--- config.mk ---
export PLATFORM = sky130hd
export DESIGN_NAME = pc_sequencer
export DESIGN_NICKNAME = d
export VERILOG_FILES = /design/src/rtl/pc_sequencer.sv
export SDC_FILE = /design/constraint.sdc
export NUM_CORES = 1
export LEC_CHECK = 0
export CORE_MARGIN = 5
export CORE_UTILIZATION = 48
export CTS_CLUSTER_SIZE = 10
export DETAILED_ROUTE_END_ITERATION = 12
export PLACE_DENSITY = 0.75
export SLEW_MARGIN = 20
export SYNTH_ARGS = -nofsm -noshare
export SYNTH_HDL_FRONTEND = slang
export SYNTH_SLANG_ARGS = --single-unit
export TNS_END_PERCENT = 30
--- constraint.sdc ---
create_clock -name clk -period 1.92 [get_ports clk]
set_input_delay 0.48 -clock clk [delete_from_list [all_inputs] [get_ports clk]]
set_output_delay 0.48 -clock clk [all_outputs]
set_load 0.005 [all_outputs]
--- src/rtl/pc_sequencer.sv ---
// Program-flow controller: owns the PC and run/halt/step control, and holds a
// small hardware return stack for call/ret. It faults on stack misuse.
module pc_sequencer #(
    parameter int Psize  = 6,
    parameter int Sdepth = 4
) (
    input  logic             clk,
    input  logic             nReset,
    input  logic             run,
    input  logic             step,
    input  logic             stall,
    input  logic             brEn,
    input  logic [1:0]       condSel,
    input  logic             zFlag,
    input  logic             cFlag,
    input  logic             call,
    input  logic             ret,
    input  logic             haltReq,
    input  logic [Psize-1:0] brTarget,
    output logic [Psize-1:0] pcOut,
    output logic             cwValid,
    output logic [2:0]       state,
    output logic             stackErr
);

    localparam int SPW = $clog2(Sdepth + 1);
    localparam int AW  = (Sdepth > 1) ? $clog2(Sdepth) : 1;

    typedef enum logic [2:0] {
        IDLE  = 3'b000,
        RUN   = 3'b001,
        HALT  = 3'b010,
        STEP  = 3'b011,
        FAULT = 3'b100
    } state_t;

    typedef struct packed {
        logic             br;
        logic [1:0]       cond;
        logic             call;
        logic             ret;
        logic             halt;
        logic [Psize-1:0] tgt;
    } cw_t;

    state_t           cur, nxt;
    cw_t              cw;
    logic [Psize-1:0] pc, pc_nxt, pc_inc;
    logic [SPW-1:0]   sp, sp_nxt;
    logic [Psize-1:0] stk [Sdepth];
    logic [AW-1:0]    top_idx, push_idx;
    logic             push, fault, cond_ok, stk_empty, stk_full;

    assign cw       = '{br: brEn, cond: condSel, call: call, ret: ret,
                        halt: haltReq, tgt: brTarget};
    assign pc_inc   = pc + Psize'(1);
    assign stk_empty = (sp == '0);
    assign stk_full  = (sp == SPW'(Sdepth));
    assign top_idx   = AW'(sp - SPW'(1));
    assign push_idx  = AW'(sp);

    always_comb begin
        case (cw.cond)
            2'b00:   cond_ok = 1'b1;
            2'b01:   cond_ok = zFlag;
            2'b10:   cond_ok = !zFlag;
            default: cond_ok = cFlag;
        endcase
    end

    always_ff @(posedge clk or negedge nReset) begin
        if (!nReset) begin
            cur      <= IDLE;
            pc       <= '0;
            sp       <= '0;
            stackErr <= 1'b0;
        end else begin
            cur <= nxt;
            pc  <= pc_nxt;
            sp  <= sp_nxt;
            if (fault)
                stackErr <= 1'b1;
        end
    end

    always_ff @(posedge clk or negedge nReset) begin
        if (!nReset) begin
            for (int i = 0; i < Sdepth; i++)
                stk[i] <= '0;
        end else if (push) begin
            stk[push_idx] <= pc_inc;
        end
    end

    // Control-word fields act only on a committed word; a fault freezes PC and stack.
    always_comb begin
        nxt    = cur;
        pc_nxt = pc;
        sp_nxt = sp;
        push   = 1'b0;
        fault  = 1'b0;
        case (cur)
            IDLE: if (run) nxt = RUN;
            RUN:  if (!run) nxt = HALT;
            HALT: begin
                if (run)
                    nxt = RUN;
                else if (step)
                    nxt = STEP;
            end
            STEP: if (!stall) nxt = HALT;
            default: nxt = cur;
        endcase
        if (cwValid) begin
            if (cw.halt)
                nxt = HALT;
            if (cw.call && cw.ret) begin
                fault = 1'b1;
            end else if (cw.ret) begin
                if (stk_empty) begin
                    fault = 1'b1;
                end else begin
                    pc_nxt = stk[top_idx];
                    sp_nxt = sp - SPW'(1);
                end
            end else if (cw.call) begin
                if (stk_full) begin
                    fault = 1'b1;
                end else begin
                    push   = 1'b1;
                    sp_nxt = sp + SPW'(1);
                    pc_nxt = cw.tgt;
                end
            end else if (cw.br && cond_ok) begin
                pc_nxt = cw.tgt;
            end else begin
                pc_nxt = pc_inc;
            end
            if (fault)
                nxt = FAULT;
        end
    end

    always_comb begin
        cwValid = ((cur == RUN) || (cur == STEP)) && !stall;
        state   = cur;
        pcOut   = pc;
    end

endmodule

==> flow_metrics.tcl <==
set metrics [dict create \
    syn_nets 198 \
    antenna_found_initial 0 \
    globalRouteOverflowTotal 0 \
    cp_max_fo 2 \
    io_pins 30 \
    num_vias 1589 \
    track_usage_pct 19.7 \
    die_area_mm2 0.00553 \
    p_per_area_mw_per_mm2 1290 \
    status "finished, final reports clean" \
    ir_worst_vdd_uv 590 \
    clk_latency_ps 290 \
    routedWlPerCell_um 17.2 \
    crit_family "buffers and inverters" \
    grt_pass1_wl_um 8180 \
    hp-class "reg -> reg" \
    cts_tree "yes" \
    final_cell_mix "dfrtp_1 (37), clkdlybuf4s50_1 (26), buf_4 (24), mux2_2 (17), nand2_1 (12)" \
    die_y_um 74.3 \
    start_kind "primary input" \
    cts_made_buffers 5 \
    area_growth_pct 30.0 \
    n_antenna_cell 0 \
    clockPowerShare_pct 15.6 \
    firstDrtPassIters 4 \
    yosys.area.top_type "dfrtp_1" \
    ys.flop_type "dfrtp_1" \
    timing.hold.ws_ps 479 \
    rows 23 \
    syn_inst 173 \
    tightestPinTransition_ps 518 \
    slowest_delay_ps 400 \
    crit_slowest_cell "or3b_4" \
    cts_sinks 37 \
    avgSynthCellArea_um2 11.5 \
    synth_area_leaders "dfrtp_1 (47%), mux2_2 (9.6%), mux4_2 (6.8%), ha_1 (3.8%), mux2i_1 (2.5%)" \
    viasPerCell 5.72 \
    p_int_w 0.00213 \
    netSwitchingFraction_pct 36.1 \
    cts_hold_buffers 0 \
    crit_path_end_kind "primary output" \
    fmax_ghz 0.536 \
    cts-root-buf "clkbuf_8" \
    die_w_um 74.3 \
    ys_seq_area_share_pct 46.6 \
    combPwrFrac_pct 44.4 \
    finalCritPeriodShare_pct 97.1 \
    hpwl_um 3720 \
    seqPwrFrac_pct 40.0 \
    fin_crit_ps 1860 \
    nFillCells 306 \
    clockBufferDepth 2 \
    gp_congestion 0.849 \
    p_sw_w 0.00120 \
    critPathKind "in -> out" \
    regArea_um2 926 \
    grt_max_degree 38 \
    drive_gt1_share_pct 28.5 \
    final_antenna_net_count 0 \
    crit_arrival_ps 1380 \
    async_reset_ff_share_pct 100 \
    setup_viol 0 \
    clkTransAtPathRegs_ps 70 \
    grt_pass1_vias 1703 \
    final_net_count 252 \
    synth_cell_types 41 \
    finalSetupTns_ps 0 \
    rsz0062_at_grt "false" \
    p_leak_nw 1.18 \
    drtIter0Drc 105 \
    syn_area_mm2 0.00199 \
    synth_top_area_share_pct 46.6 \
    clock_skew_ps 12.9 \
    maxCapViolations 0 \
    portBuffers 29 \
    synth_edf_count 0 \
    htree_levels 2 \
    final_max_slew_viol_count 0 \
    initial_core_util_pct 49.7 \
    cp.required_ps 1440 \
    multiInputGateArea_mm2 0.00102 \
    yosys_warnings 0 \
    wl_um 4780 \
    synth-seq-cells 37 \
    coreArea_mm2 0.00400 \
    critPathBufInv 3 \
    drc_errors 0 \
    mostFrequentLayoutCell "dfrtp_1" \
    path_cells "dlygate4sd2_1, or3b_4, inv_2, clkdlybuf4s15_2" \
    hold_viol 0 \
    slew_headroom_pct 65.2 \
]
==> layer usage <==
metal / part of all wire [%] / vias up / global-route usage [%]
met3: 6.2 / 7 / 4.46
li1: - / 747 / -
met2: 49 / 53 / 33.4
met5: 0 / - / 0
met1: 43 / 782 / 24.9
met4: 1.9 / 0 / 7.11
==> Yosys cell counts (2+ instances only) <==
cell and count:
o21a_1 2, nand2b_1 3, a31oi_1 3, nand2_1 12, mux4_2 6, or2_2 3
inv_1 4, mux2_2 17, ha_1 6, o21ai_0 9, nor2_1 8, mux2i_1 5
buf_2 4, nor3_1 4, dfrtp_1 37, o211ai_1 4, nor4_1 2, nor2b_1 2
nand4_1 4, nand3_1 4, a21oi_1 7, o31ai_1 2, xnor2_1 5, nand4_2 3
==> worst paths after layout <==
| kind | slack [ps] | end | from | cells after the start |
|---|---|---|---|---|
| setup / recovery | 60 | cwValid | stall | 4 |
| hold / removal | 480 | stackErr$_DFFE_PN0P_ | stackErr$_DFFE_PN0P_ | 1 |
| setup reg to reg | 110 | stk[19]$_DFFE_PN0P_ | state[0]$_DFF_PN0_ | 5 |
| hold reg to reg | 480 | stackErr$_DFFE_PN0P_ | stackErr$_DFFE_PN0P_ | 1 |
| max in group asynchronous | 970 | sp[1]$_DFFE_PN0P_ | nReset | 2 |
| min in group asynchronous | 610 | stackErr$_DFFE_PN0P_ | nReset | 2 |
==> sequential cells by signal, indices dropped and copies added (netlist names) <==
name and flops:
sp 3, stk 24, state 3, stackErr 1, pcOut 6
==> metrics by stage <==
stage | instance area (um2) | util, % | power (W) | std cells | worst slack [ps]
3_3_place_gp | 2490 | 62.2 | 0.00274 | 269 | -399
2_1_floorplan | 1990 | - | 0.00219 | 173 | 1.08
3_5_place_dp | 2490 | 62.2 | 0.00281 | 269 | -413
6_report | 2580 | 64.6 | 0.00333 | 278 | 55.4
4_1_cts | 2580 | 64.5 | 0.00334 | 278 | 39.9
5_1_grt | 2580 | 64.6 | 0.00355 | 278 | 22.1
==> logic make-up after synthesis <==
family                     count (synthesis)  share of synthesized area [%]
xor gates and xnor gates                   6                           2.64
DFF                                       37                           46.6
and+or+nand+nor                           51                           15.1
muxes                                     28                           19.0
buffers and inverters                     12                           2.52
AOI/OAI and AO/OA                         33                           10.5
adders and majority gates                  6                           3.78
==> power groups by stage <==
stage          combinational (W)  sequential (W)  clock [W]
6_report                 0.00148         0.00133   0.000520
5_1_grt                  0.00162         0.00137   0.000553
4_1_cts                  0.00149         0.00133   0.000531
3_3_place_gp             0.00143         0.00131          0
2_1_floorplan           0.000905         0.00129          0
3_5_place_dp             0.00148         0.00134          0
==> final cells by class <==
class,instances,share of cell area (%)
Multi-Input combinational cell,124,39.4
Sequential cell,37,35.8
Timing Repair Buffer,53,18.3
Clock buffer,6,2.81
Tap cell,50,2.42
Inverter,6,0.872
Clock inverter,2,0.387
==> repair_timing <==
action / 4_1_cts / 5_1_grt
setup buffers: 1 / 0
setup endpoints to repair: 14 / 11
resized for setup: 5 / 1
gates cloned: 0 / 0
pin swaps: 1 / 0
(Power assumes the default switching activity.)
